[config.mk]
export PLATFORM = sky130hd
export DESIGN_NAME = os_sequencer_flat
export DESIGN_NICKNAME = d
export VERILOG_FILES = /design/src/rtl/os_sequencer_pkg.sv /design/src/rtl/os_sequencer_if.sv /design/src/rtl/os_sequencer_strobe_pipe.sv /design/src/rtl/os_sequencer.sv /design/src/flat_wrapper.sv
export SDC_FILE = /design/constraint.sdc
export NUM_CORES = 1
export LEC_CHECK = 0
export BUFFER_PORTS_ARGS = -buffer_cell sky130_fd_sc_hd__buf_2
export CAP_MARGIN = 20
export CORE_ASPECT_RATIO = 1.75
export CORE_MARGIN = 2
export CORE_UTILIZATION = 55
export DETAILED_ROUTE_END_ITERATION = 8
export PLACE_DENSITY_LB_ADDON = 0.3
export SYNTH_ARGS = -nofsm -noshare
export SYNTH_HDL_FRONTEND = slang
export SYNTH_SLANG_ARGS = --single-unit
export TNS_END_PERCENT = 50
[constraint.sdc]
create_clock -name clk -period 3 [get_ports clk]
set_input_delay 0.3 -clock clk [delete_from_list [all_inputs] [get_ports clk]]
set_output_delay 0.3 -clock clk [all_outputs]
set_load 0.1 [all_outputs]
[src/rtl/os_sequencer_pkg.sv]
// Shared definitions for the output-stationary sequencer: the bit layout of
// the core instruction word, the idle instruction and the FSM state type.
package os_sequencer_pkg;

    localparam int INST_W = 40;
    localparam int AX_W   = 8;   // xmem address width
    localparam int AP_W   = 9;   // pmem address width
    localparam int CNT_W  = 16;  // shared phase counter width

    localparam int B_BYPASS   = 39;
    localparam int B_ACC      = 38;
    localparam int B_CEN_P    = 37;
    localparam int B_WEN_P    = 36;
    localparam int B_AP_LO    = 27;
    localparam int B_CEN1     = 26;
    localparam int B_A1_LO    = 18;
    localparam int B_CEN0     = 17;
    localparam int B_WEN0     = 16;
    localparam int B_A0_LO    = 8;
    localparam int B_OFIFO_RD = 7;
    localparam int B_IFIFO_WR = 6;
    localparam int B_IFIFO_RD = 5;
    localparam int B_L0_RD    = 4;
    localparam int B_L0_WR    = 3;
    localparam int B_MODE     = 2;
    localparam int B_EXEC     = 1;
    localparam int B_LOAD     = 0;

    // All memories deselected, no strobes, no compute.
    localparam logic [INST_W-1:0] OS_IDLE_INST = 40'h30_0403_0000;

    typedef enum logic [2:0] {
        IDLE,
        FEED,
        FLUSH,
        DRAIN,
        READ,
        TAIL,
        DONE
    } os_state_t;

endpackage

[src/rtl/os_sequencer_if.sv]
// Control/handshake bundle between the top-level controller and the sequencer.
interface os_sequencer_if;
    import os_sequencer_pkg::*;

    logic              start;
    logic              l0_ready;
    logic              ififo_ready;
    logic              ofifo_valid;
    logic [INST_W-1:0] inst;
    logic              busy;
    logic              done;

    modport master (
        output start, l0_ready, ififo_ready, ofifo_valid,
        input  inst, busy, done
    );

    modport slave (
        input  start, l0_ready, ififo_ready, ofifo_valid,
        output inst, busy, done
    );
endinterface

[src/rtl/os_sequencer_strobe_pipe.sv]
// Two-stage delay turning an issued xmem beat into the FIFO write strobe
// (xmem read latency) and, one cycle later, the matching FIFO read strobe.
module os_strobe_pipe (
    input  logic i_clk,
    input  logic i_rst_n,
    input  logic i_issue,
    output logic o_wr,
    output logic o_rd
);
    logic r_wr;
    logic r_rd;

    // Shift the issue pulse through the wr and rd stages.
    always_ff @(posedge i_clk or negedge i_rst_n) begin
        if (!i_rst_n) begin
            r_wr <= 1'b0;
            r_rd <= 1'b0;
        end else begin
            r_wr <= i_issue;
            r_rd <= r_wr;
        end
    end

    assign o_wr = r_wr;
    assign o_rd = r_rd;
endmodule

[src/rtl/os_sequencer.sv]
// Output-stationary tile sequencer: feeds activation/weight beats, lets the
// strobe pipe settle, shifts psums out of the PEs, drains the OFIFO into pmem
// and pulses done.
//
//  state | meaning
//  IDLE  | idle word on inst, waiting for start
//  FEED  | issue len_nij xmem beats while executing, honouring L0/IFIFO ready
//  FLUSH | two cycles with no new beats so the strobe pipe empties
//  DRAIN | drain_cycles cycles of PE shift-out (load=1, mode=1)
//  READ  | read col OFIFO rows, each written to pmem on the following cycle
//  TAIL  | issue the last pending pmem write
//  DONE  | pulse done, then return to IDLE
module os_sequencer
    import os_sequencer_pkg::*;
#(
    parameter logic [CNT_W-1:0] LEN_NIJ      = 16'd9,
    parameter logic [CNT_W-1:0] DRAIN_CYCLES = 16'd16,
    parameter logic [CNT_W-1:0] COL          = 16'd8,
    parameter logic [AX_W-1:0]  A_BASE       = 8'h00,
    parameter logic [AX_W-1:0]  W_BASE       = 8'h80,
    parameter logic [AP_W-1:0]  P_BASE       = 9'h000
) (
    input  logic           clk,
    input  logic           reset,
    os_sequencer_if.slave  bus
);
    os_state_t         r_state;
    logic [CNT_W-1:0]  r_cnt;
    logic              r_issue;
    logic              r_wr_pend;
    logic [AP_W-1:0]   r_wr_addr;
    logic [INST_W-1:7] r_hi;
    logic [2:0]        r_lo;
    logic              r_busy;
    logic              r_done;

    logic w_l0_wr;
    logic w_l0_rd;
    logic w_if_wr;
    logic w_if_rd;

    // Sequencer FSM; every inst field except the FIFO strobes is registered here.
    always_ff @(posedge clk or negedge reset) begin
        if (!reset) begin
            r_state   <= IDLE;
            r_cnt     <= '0;
            r_issue   <= 1'b0;
            r_wr_pend <= 1'b0;
            r_wr_addr <= '0;
            r_hi      <= OS_IDLE_INST[INST_W-1:7];
            r_lo      <= 3'b000;
            r_busy    <= 1'b0;
            r_done    <= 1'b0;
        end else begin
            r_hi      <= OS_IDLE_INST[INST_W-1:7];
            r_lo      <= 3'b000;
            r_issue   <= 1'b0;
            r_done    <= 1'b0;
            r_wr_pend <= 1'b0;

            // A row read on the previous cycle is written to pmem now.
            if (r_wr_pend) begin
                r_hi[B_BYPASS]           <= 1'b1;
                r_hi[B_CEN_P]            <= 1'b0;
                r_hi[B_WEN_P]            <= 1'b0;
                r_hi[B_AP_LO +: AP_W]    <= r_wr_addr;
            end

            case (r_state)
                IDLE: begin
                    // busy stays high through the done cycle, so a start
                    // arriving then is dropped.
                    if (bus.start && !r_busy) begin
                        r_state <= FEED;
                        r_cnt   <= '0;
                        r_busy  <= 1'b1;
                    end else begin
                        r_busy  <= 1'b0;
                    end
                end
                FEED: begin
                    r_lo <= 3'b110;
                    if (bus.l0_ready && bus.ififo_ready) begin
                        r_hi[B_CEN0]          <= 1'b0;
                        r_hi[B_CEN1]          <= 1'b0;
                        r_hi[B_A0_LO +: AX_W] <= A_BASE + r_cnt[AX_W-1:0];
                        r_hi[B_A1_LO +: AX_W] <= W_BASE + r_cnt[AX_W-1:0];
                        r_issue               <= 1'b1;
                        if (r_cnt == LEN_NIJ - 16'd1) begin
                            r_state <= FLUSH;
                            r_cnt   <= '0;
                        end else begin
                            r_cnt   <= r_cnt + 16'd1;
                        end
                    end
                end
                FLUSH: begin
                    r_lo <= 3'b100;
                    if (r_cnt == 16'd1) begin
                        r_state <= DRAIN;
                        r_cnt   <= '0;
                    end else begin
                        r_cnt   <= r_cnt + 16'd1;
                    end
                end
                DRAIN: begin
                    r_lo <= 3'b101;
                    if (r_cnt == DRAIN_CYCLES - 16'd1) begin
                        r_state <= READ;
                        r_cnt   <= '0;
                    end else begin
                        r_cnt   <= r_cnt + 16'd1;
                    end
                end
                READ: begin
                    if (bus.ofifo_valid) begin
                        r_hi[B_OFIFO_RD] <= 1'b1;
                        r_wr_pend        <= 1'b1;
                        r_wr_addr        <= P_BASE + r_cnt[AP_W-1:0];
                        if (r_cnt == COL - 16'd1) begin
                            r_state <= TAIL;
                            r_cnt   <= '0;
                        end else begin
                            r_cnt   <= r_cnt + 16'd1;
                        end
                    end
                end
                TAIL: begin
                    r_state <= DONE;
                end
                DONE: begin
                    r_done  <= 1'b1;
                    r_state <= IDLE;
                end
                default: begin
                    r_state <= IDLE;
                end
            endcase
        end
    end

    os_strobe_pipe u_l0_pipe (
        .i_clk   (clk),
        .i_rst_n (reset),
        .i_issue (r_issue),
        .o_wr    (w_l0_wr),
        .o_rd    (w_l0_rd)
    );

    os_strobe_pipe u_ififo_pipe (
        .i_clk   (clk),
        .i_rst_n (reset),
        .i_issue (r_issue),
        .o_wr    (w_if_wr),
        .o_rd    (w_if_rd)
    );

    assign bus.inst = {r_hi, w_if_wr, w_if_rd, w_l0_rd, w_l0_wr, r_lo};
    assign bus.busy = r_busy;
    assign bus.done = r_done;
endmodule

[src/flat_wrapper.sv]
// flat-port wrapper written by rule: the top's interface ports become plain ports
module os_sequencer_flat import os_sequencer_pkg::*;
#(
    parameter logic [CNT_W-1:0] LEN_NIJ      = 16'd9,
    parameter logic [CNT_W-1:0] DRAIN_CYCLES = 16'd16,
    parameter logic [CNT_W-1:0] COL          = 16'd8,
    parameter logic [AX_W-1:0]  A_BASE       = 8'h00,
    parameter logic [AX_W-1:0]  W_BASE       = 8'h80,
    parameter logic [AP_W-1:0]  P_BASE       = 9'h000
)
  (clk, reset, bus_start, bus_l0_ready, bus_ififo_ready, bus_ofifo_valid, bus_inst, bus_busy, bus_done);
  os_sequencer_if bus_i ();
  input  logic clk;
  input  logic reset;
  input wire logic [$bits(bus_i.start)-1:0] bus_start;
  input wire logic [$bits(bus_i.l0_ready)-1:0] bus_l0_ready;
  input wire logic [$bits(bus_i.ififo_ready)-1:0] bus_ififo_ready;
  input wire logic [$bits(bus_i.ofifo_valid)-1:0] bus_ofifo_valid;
  output wire logic [$bits(bus_i.inst)-1:0] bus_inst;
  output wire logic [$bits(bus_i.busy)-1:0] bus_busy;
  output wire logic [$bits(bus_i.done)-1:0] bus_done;
  assign bus_i.start = bus_start;
  assign bus_i.l0_ready = bus_l0_ready;
  assign bus_i.ififo_ready = bus_ififo_ready;
  assign bus_i.ofifo_valid = bus_ofifo_valid;
  assign bus_inst = bus_i.inst;
  assign bus_busy = bus_i.busy;
  assign bus_done = bus_i.done;
  os_sequencer #(.LEN_NIJ(LEN_NIJ), .DRAIN_CYCLES(DRAIN_CYCLES), .COL(COL), .A_BASE(A_BASE), .W_BASE(W_BASE), .P_BASE(P_BASE)) u_core (.clk(clk), .reset(reset), .bus(bus_i));
endmodule
# Word-level counts from Yosys, hierarchy flattened
# Index checks and enable logic that the tools add are counted.
# word_totals
ff_bits	68
out_inout_bits	42
# op_classes
mux	29
n_eq_ne	17
reduce_logical	8
addsub	2
# ops
operator	count
2-to-1 mux 16 bit	7
one-hot mux 16 bit (5 select lines)	1
== test 16 x 4 -> 1 bit (second input constant)	2
2-to-1 mux 3 bit	7
2-to-1 mux 10 bit	2
one-hot mux 3 bit (6 select lines)	1
adder 16 x 1 -> 16 bit (second input constant)	1
== test 16 x 1 -> 1 bit (second input constant)	1
== test 16 x 3 -> 1 bit (second input constant)	1
2-to-1 mux 8 bit	2
inequality test 2 x 1 -> 1 bit (second input constant)	6
2-to-1 mux 11 bit	1
== test 3 bit (second input constant)	3
one-hot mux 3 bit (3 select lines)	1
adder 8 bit (first input constant)	1
2-to-1 mux 1 bit	7
AND reduction 7 bit	1
== test 3 x 2 -> 1 bit (second input constant)	2
nonzero test 5 bit	1
AND reduction 4 bit	1
== test 3 x 1 -> 1 bit (second input constant)	1
zero test 3 bit	1
logical AND 1 bit	2
inequality test 2 bit (second input constant)	1
other kinds (2)	2

# Depth between registers and ports, before layout
# Gate-level depths: netlist (run 1).
# depth
depth_word	4
mapped_depth	8
mapped_depth_nobuf	7

# By module
# From an unflattened synthesis (run 1), not the netlist that was laid out.
# unflattened
cells_unflattened	242
hier_area_um2	2668.8
# by_module_without_submodules
mod	seq_area_each_um2	instances	cells_each	area_each_um2
os_sequencer	1403.8	1	238	2568.7
os_strobe_pipe	50.0	2	2	50.0

# Least setup slack after synthesis (run 1)
# Ideal clock, no wire load.
# synth_path
kind	reg-to-reg
from	register u_core.r_busy, in the netlist u_core.bus.busy
to	register u_core.r_cnt[3]
setup_ns	0.121
required_ns	2.879
path_stages_with_launch	7
arrival_time_ns	2.000
path_slack_ns	0.879
period_less_slack_ns	2.121
path_cell_list	dfrtp_1 -> or3b_1 -> a21oi_1 -> or2_1 -> clkbuf_1 -> o21ai_0 -> a22o_1
# synth_via
elab_chain_cells	4
# synth_lines
element	line	text
start, declared	os_sequencer.sv:34	logic r_busy;
start signal, assigned	os_sequencer.sv:52	r_busy <= 1'b0;
start signal, assigned	os_sequencer.sv:76	r_busy <= 1'b1;
start signal, assigned	os_sequencer.sv:78	r_busy <= 1'b0;
zero test 1 bit	os_sequencer.sv:73	if (bus.start && !r_busy) begin
logical AND 1 bit	os_sequencer.sv:73	
inequality test 2 x 1 -> 1 bit (no line)	--	
AND reduction 4 bit (no line)	--	
end signal, assigned	os_sequencer.sv:93	r_cnt <= r_cnt + 16'd1;
end signal, assigned	os_sequencer.sv:103	r_cnt <= r_cnt + 16'd1;
end signal, assigned	os_sequencer.sv:112	r_cnt <= r_cnt + 16'd1;
end, declared	os_sequencer.sv:28	logic [CNT_W-1:0] r_cnt;
# Every way passes these cells.
# A chain may end at the register's enable or synchronous reset.

# Final worst setup path (run 1)
# layout_path
from	register u_core.r_cnt[1]
to	register u_core.r_cnt[3]
# layout_via
elab_chain_cells	4
word_cells_on_any_way	12
cone_classes	1 x add/sub; 4 x eq/ne; 7 x mux
# layout_lines
element	line	text
adder 16 x 1 -> 16 bit, or another cell as far along	--	
2-to-1 mux 16 bit (on tied branches)	os_sequencer.sv:120, os_sequencer.sv:89	
2-to-1 mux 16 bit (on tied branches)	os_sequencer.sv:116, os_sequencer.sv:83	
one-hot mux 16 bit (5 select lines) (*)	os_sequencer.sv:69	case (r_state)
# Every way passes the cells marked *; elsewhere a longest branch is shown, timed or not. The select of a mux whose other input is x is not followed.

==> metrics, run 1 <==
chip width about 57 µm; fill cell count between 300 and 400; vias in the first global route 1685; crit-path cells inv_1, ha_1, or4b_2, a2bb2oi_1, o211a_4, nor2_1, a22o_1; Simple-Gate Fraction of Synth Area approximately 19%; run status complete, no violations; leading area contributor after synthesis dfrtp_1; Cell Area, Synth between 0.002 and 0.003 mm²; CTS tree done; worst vdd ir roughly 0.34 mV; unrepaired setup endpoints after global routing false; number of synthesized flops with an enable pin 0; Max Slew Vio Count 0; Initial Util 57.0%; Post-Synth XOR/XNOR Area 0%; IO Pins 48; Final Net Count approximately 280; CTS H-Tree Depth 3; DP Wirelength approximately 3500 µm; area of the multi-input gates around 990 µm²; Crit. End Element flip-flop; mux contribution to synthesized area between 4 and 5%; commonest non-fill, non-tap cell in the layout dfrtp_1; synthesized area per cell 11.0 µm²; wire per inst 15.3 µm; Yosys reg bits 58; Slowest-stage cell, CP or4b_2; Initial DRC Count 53; area grow syn2layout 11.0%; post-synth top area share between 50% and 60%; post-synthesis compound-gate area fraction 12.5%; total grt overflow 0; final setup fails 0; # DRC 0; gpl congestion approximately 0.81; Clock Path Buffers 2; Net Count, Synth between 200 and 300; worst skew pair latency about 0.33 ns; CTS Sinks 58; synth unique cells 47; setup TNS 0 ns; crit path max fanout 15; fin cells 330; commonest cells after routing, fill and taps aside dfrtp_1, buf_2, nor2_1; delay-heaviest family, CP compound AO/OA/AOI/OAI gates; WS Path Type reg2reg; met2 GRT Util 35.2%; Inst Count DP 314; endpoints failing hold 0; yosys warns 0; Crit path required time 3.22 ns; crit path DAT 2.65 ns; Synth area leaders dfrtp_1, buf_4, mux2_2; Worst slew margin between 40% and 50%; Core Util, Final a little under two thirds; PwrDens ~570 mW/mm²; Core Area roughly 0.0047 mm²; die height approximately 96 µm; Register Area ~0.0015 mm²; Max Fclk approximately 410 MHz; Post-CTS Setup Bufs 0; IO Port Bufs 45; slew of the pin with the lowest slew margin between 0.8 and 0.9 ns; ant diodes 0; CTS buffer count 9; post-route ant nets 0; GRT met3 Usage roughly 4.6%; full die area 0.00543 mm²; Crit path buffers/inverters 1; via count approximately 1900; combinational family with the most area after synthesis simple AND/OR/NAND/NOR gates; min-delay worst type reg2reg; Async SR Flop Fraction 100%; Max Cap Viol 0; clock root cell clkbuf_8; share of cells above drive strength 1 approximately 28%; Cells after Synth between 200 and 250; CP Launch Type flip-flop; largest net degree at the start of global routing 35; routed wire length between 5000 and 6000 µm; met1 Use GR a little over a fifth; Primary FF master, synth dfrtp_1; CP peak stage delay between 0.5 and 0.6 ns; post-synthesis sequential area ratio between 50 and 60%; grt peak-use layer met2; first-pass GRT wire length 8100 µm; crit share post-route between 80 and 90%; Final min period 2.43 ns; Synth Area in Adders ~1.4%; Leakage roughly 1.5 nW; Worst-path clk slew 0.07 ns; via-per-instance ratio 5.62; Fin Clk Skew ~0.0044 ns; hold_ws ~0.35 ns; initial antenna violation count 0; first-pass iteration count of the detailed router 4; Tot Pwr ~1.7 mW; row count 33; gr usage total 20.2%
[report_power, final]
group,switching [mW],internal (mW),total [mW],leakage (nW)
logic,0.0978,0.0774,0.175,0.667
registers,0.0979,0.831,0.929,0.763
clock network,0.305,0.288,0.593,0.0806
total,0.501,1.20,1.70,1.51
[layout make-up]
| type | count | area share, % |
|---|---|---|
| Sequential cell | 58 | 49.2 |
| Multi-Input combinational cell | 147 | 33.6 |
| Timing Repair Buffer | 47 | 8.21 |
| Clock buffer | 9 | 4.19 |
| Tap cell | 52 | 2.20 |
| Inverter | 11 | 1.40 |
| Clock inverter | 6 | 1.19 |
[metal layers]
layer	wire length, µm	vias to the layer above
met1	2020	887
met4	147	0
li1	-	893
met2	2680	62
met3	201	14
met5	0	-
[synth_stat cells (all sizes together) (3+ instances only)]
library cell  instances
nand3                 7
and3                  5
mux2                 11
clkbuf                9
nand4                 3
o2bb2ai               4
nor4                  3
dfrtp                56
a21oi                 7
inv                  11
o21ai                13
nor3                  4
a22o                  7
buf                  18
nand2                 8
and2                 15
or4                   4
ha                    3
nor2                 20
nor2b                 7
[logic make-up after synthesis]
logic type,Yosys count
compound gates,44
fa+ha+maj,3
buf+inv,38
flops,58
mux,11
other cells,2
simple gates,87
[flip-flops by register name, summed over array words and instances, names as in the netlist]
register	count
u_core.r_hi	22
u_core.r_cnt	16
u_core.r_wr_addr	9
u_core.r_lo	3
u_core.r_state	3
u_core.bus.busy	1
u_core.bus.done	1
u_core.r_issue	1
u_core.u_l0_pipe.o_rd	1
u_core.u_l0_pipe.o_wr	1
[metrics by stage]
| step | setup WS (ns) | instance area (µm²) |
|---|---|---|
| after floorplan | 0.879 | 2660 |
| after global placement | 0.646 | 2790 |
| after detailed placement | 0.618 | 2790 |
| after CTS | 0.602 | 2960 |
| after global routing | 0.443 | 2960 |
| final | 0.575 | 2960 |
[final timing paths]
path | startpoint | endpoint | slack (ns) | cells past startpoint
worst min-delay path | u_core.r_issue | u_core.u_l0_pipe.o_wr | 0.35 | 0
max in group asynchronous | reset | u_core.r_hi[26] | 1.65 | 3
min in group asynchronous | reset | u_core.r_state[0] | 0.50 | 2
worst min register to register | u_core.r_issue | u_core.u_l0_pipe.o_wr | 0.35 | 0
worst max-delay path | u_core.r_cnt[1] | u_core.r_cnt[3] | 0.57 | 7
worst max register to register | u_core.r_cnt[1] | u_core.r_cnt[3] | 0.57 | 7
[timing repair]
item                                   in CTS  in global routing
setup endpoints to repair                   0                  0
hold buffers                                1                  0
endpoints found under the hold margin      23                  0
resized for setup                           0                  0
Power figures use the tool's default switching activity.
==> run 2, diff against run 1 <==
--- a/config.mk
+++ b/config.mk
@@ -5,11 +5,12 @@
 export SDC_FILE = /design/constraint.sdc
 export NUM_CORES = 1
 export LEC_CHECK = 0
+export ABC_AREA = 1
 export BUFFER_PORTS_ARGS = -buffer_cell sky130_fd_sc_hd__buf_2
 export CAP_MARGIN = 20
 export CORE_ASPECT_RATIO = 1.75
 export CORE_MARGIN = 2
-export CORE_UTILIZATION = 55
+export CORE_UTILIZATION = 56
 export DETAILED_ROUTE_END_ITERATION = 8
 export PLACE_DENSITY_LB_ADDON = 0.3
 export SYNTH_ARGS = -nofsm -noshare
==> constraint.sdc (replaced) <==
create_clock -name clk -period 2.55 [get_ports clk]
set_input_delay 0.255 -clock clk [delete_from_list [all_inputs] [get_ports clk]]
set_output_delay 0.255 -clock clk [all_outputs]
set_load 0.1 [all_outputs]
==> run 2 against run 1 <==
Net effect:
- the run now ends with DRC left
- routed wire length is 12% higher
- combinational power is 76% lower
- setup slack better by 0.17 ns
- final cell count is 36% higher
- core utilization is 0.34 points lower
- register-to-register slack better by 0.17 ns
- synthesized cell count is 46% higher
- sequential cell count stayed put
- cell area is 10% higher
- die area is 8.3% higher
- first-iteration DRC count is 25% higher
==> metrics, run 2 <==
register name with the most flops u_core.r_hi (unchanged); cell seen most often among critical-path stages nor2_1; crit path max fanout 18 (was 15); share of cells above drive strength 1 23.4% (was 28.4%); unrepaired setup endpoints after global routing false (unchanged); IO Pins 48 (unchanged); row count 35 (was 33); fin cells 449 (was 330); CP Depth 7 (unchanged); final setup fails 0 (unchanged); Initial Util 57.0% (about the same); worst skew pair latency 0.33 ns (about the same); cell with the most instances after synthesis nand2_1 (was dfrtp_1); CTS Sinks 58 (unchanged); leading area contributor after synthesis dfrtp_1 (unchanged); Tot Pwr 1.71 mW (was 1.70 mW); delay-heaviest family, CP simple AND/OR/NAND/NOR gates (was compound AO/OA/AOI/OAI gates); Final Worst Setup Slack 0.743 ns (was 0.575 ns); via count 2296 (was 1856); DP Wirelength 4180 µm (was 3520 µm); reg2reg setup slack 0.74 ns (was 0.57 ns); chip width 58.8 µm (was 56.6 µm); die height 100 µm (was 96.0 µm); worst vdd ir 0.408 mV (was 0.341 mV); mux contribution to synthesized area 0% (was 4.65%); CTS H-Tree Depth 3 (unchanged); fill cell count 444 (was 382); number of flip-flops in the largest register 22 (unchanged); PwrDens 525 mW/mm² (was 574 mW/mm²); CP Launch Point u_core.r_state[2] (was u_core.r_cnt[1]); commonest non-fill, non-tap cell in the layout nand2_1 (was dfrtp_1); Worst slew margin 51.3% (was 40.8%); Hold Buf Count CTS 0 (was 1); Inst Count DP 433 (was 314); Cell Area, Synth 0.00295 mm² (was 0.00266 mm²); CP peak stage delay 0.56 ns (was 0.58 ns); Synth area leaders dfrtp_1, nand2_1, inv_1 (was dfrtp_1, buf_4, mux2_2); Yosys reg bits 58 (unchanged); slew of the pin with the lowest slew margin 0.730 ns (was 0.884 ns); Worst-path clk slew 0.07 ns (about the same); Final Net Count 398 (was 283); CP Launch Type flip-flop (unchanged); ant diodes 0 (unchanged); Resize count post-CTS 0 (unchanged); worst reg2reg path depth 7 (unchanged); crit-path cells inv_1, nand3_1, o21ai_1, nor2_8, inv_4, nor2_1, nor2_1 (was inv_1, ha_1, or4b_2, a2bb2oi_1, o211a_4, nor2_1, a22o_1); failing checks DRC; Synth Area in Adders 1.27% (was 1.41%); yosys warns 0 (unchanged); Final min period 1.81 ns (was 2.43 ns); Post-CTS Setup Bufs 0 (unchanged); full die area 0.00588 mm² (was 0.00543 mm²); area grow syn2layout 10.4% (was 11.0%); commonest cells after routing, fill and taps aside nand2_1, dfrtp_1, buf_2 (was dfrtp_1, buf_2, nor2_1); gr usage total 21.2% (was 20.2%); CP endpoint u_core.r_cnt[3] (unchanged); crit share post-route 70.9% (was 80.8%); synth cell count leaders nand2_1, dfrtp_1, inv_1 (was dfrtp_1, nor2_1, buf_4); min-delay worst type in2async (was reg2reg); first-pass GRT wire length 9400 µm (was 8100 µm); initial antenna violation count 0 (unchanged); routed wire length 5670 µm (was 5050 µm); Core Area 0.00517 mm² (was 0.00467 mm²); wire per inst 12.6 µm (was 15.3 µm); Simple-Gate Fraction of Synth Area 27.8% (was 18.5%); Crit. End Element flip-flop (unchanged); first-pass iteration count of the detailed router 8 (was 4); number of synthesized flops with an enable pin 0 (unchanged); post-synth top area share 47.5% (was 52.7%); crit path DAT 2.03 ns (was 2.65 ns); combinational family with the most area after synthesis simple AND/OR/NAND/NOR gates (unchanged); run status finished with violations (was complete, no violations); CTS buffer count 9 (unchanged); Net Count, Synth 363 (was 252); biggest regs u_core.r_hi: 22 flops, u_core.r_cnt: 16 flops, u_core.r_wr_addr: 9 flops (unchanged); Worst R2R Start u_core.r_state[2] (was u_core.r_cnt[1]); vias in the first global route 2169 (was 1685); IO Port Bufs 45 (unchanged); Post-Synth XOR/XNOR Area 1.78% (was 0%); # DRC 6 (was 0); pre-CTS setup slack 0.773 ns (was 0.618 ns); Placed Area 0.00308 mm² (was 0.00279 mm²); WS Path Type reg2reg (unchanged); largest net degree at the start of global routing 59 (was 35); synthesized area per cell 8.33 µm² (was 11.0 µm²); total grt overflow 0 (unchanged); post-route ant nets 0 (unchanged); via-per-instance ratio 5.11 (was 5.62); clock root cell clkbuf_8 (unchanged); post-synthesis compound-gate area fraction 7.94% (was 12.5%); post-synthesis sequential area ratio 49.3% (was 54.6%); Crit path buffers/inverters 2 (was 1); Max Slew Vio Count 0 (unchanged); reg2reg end u_core.r_cnt[3] (unchanged); Final Cell Area 0.00326 mm² (was 0.00296 mm²); Max Cap Viol 0 (unchanged); endpoints failing hold 0 (unchanged); Slowest-stage cell, CP dfrtp_1 (was or4b_2); Crit path required time 2.77 ns (was 3.22 ns); synth unique cells 29 (was 47); Fin Clk Skew 0.00757 ns (was 0.00445 ns); Cells after Synth 354 (was 243); Max Fclk 553 MHz (was 412 MHz); Initial DRC Count 66 (was 53); Leakage 1.83 nW (was 1.51 nW); Async SR Flop Fraction 100% (unchanged); Clock Path Buffers 2 (unchanged); gpl congestion 0.959 (was 0.815); setup TNS 0 ns (unchanged); Primary FF master, synth dfrtp_1 (unchanged); CTS tree done (unchanged)
==> run 2: cell types whose count changed after synthesis, moves of 6 or more <==
cell	before	now
nand2_1	8	98
inv_1	11	39
nand3_1	7	29
nor2_1	20	37
and2_1	15	0
mux2_2	10	0
o21ai_0	5	15
a22o_1	7	0
clkbuf_1	9	2
nor2b_1	7	0
nand2_2	0	6
o21ai_1	8	2
o21ai_2	0	6
xor2_1	0	6
==> run 2: final cells by class <==
cell class / instances / area (µm²) / share of cell area, %
repair buffers: 46 / 233 / 7.15
clock buffers: 11 / 141 / 4.34
inverters: 46 / 178 / 5.46
multi-input cells: 228 / 1150 / 35.4
well taps: 55 / 68.8 / 2.11
clock inverters: 5 / 30.0 / 0.922
flip-flops and latches: 58 / 1450 / 44.7
==> run 2: worst min path at each step <==
stage	startpoint	endpoint	cells past startpoint
floorplan	reset	u_core.bus.busy	0
CTS	reset	u_core.r_lo[0]	2
detailed placement	u_core.r_issue	u_core.u_l0_pipe.o_wr	0
global placement	u_core.r_issue	u_core.u_l0_pipe.o_wr	0
global route	reset	u_core.r_state[0]	2
finish	reset	u_core.r_lo[0]	2
==> run 2: metal layers <==
layer | vias to the layer above | global-route usage [%] | routed length (µm)
met3 | 22 | 5.15 | 235
met1 | 1056 | 22.5 | 2140
met4 | 0 | 14.2 | 261
met5 | - | 0 | 0
met2 | 68 | 35.8 | 3030
li1 | 1150 | - | -
==> run 2: kinds of logic (layout without fill, tap and decap cells) <==
family | Yosys count | count (layout)
XOR/XNOR | 6 | 6
AO/OA/AOI/OAI | 34 | 34
buffers and inverters | 68 | 108
flip-flops | 58 | 58
other | 2 | 2
AND/OR/NAND/NOR | 183 | 183
adder cells (fa/ha/maj) | 3 | 3
==> run 2: metrics by stage <==
stage	util (%)	hold slack, ns
4_1_cts	63.0	0.0757
5_1_grt	63.0	0.112
3_5_place_dp	59.7	0.345
2_1_floorplan	-	-0.0406
3_3_place_gp	59.7	0.333
6_report	63.0	0.0564
==> run 2: report_power, final <==
group          switching [mW]  internal, mW  total [mW]
Sequential            0.00375         0.928       0.931
Clock                   0.362         0.373       0.736
Combinational          0.0351       0.00680      0.0419
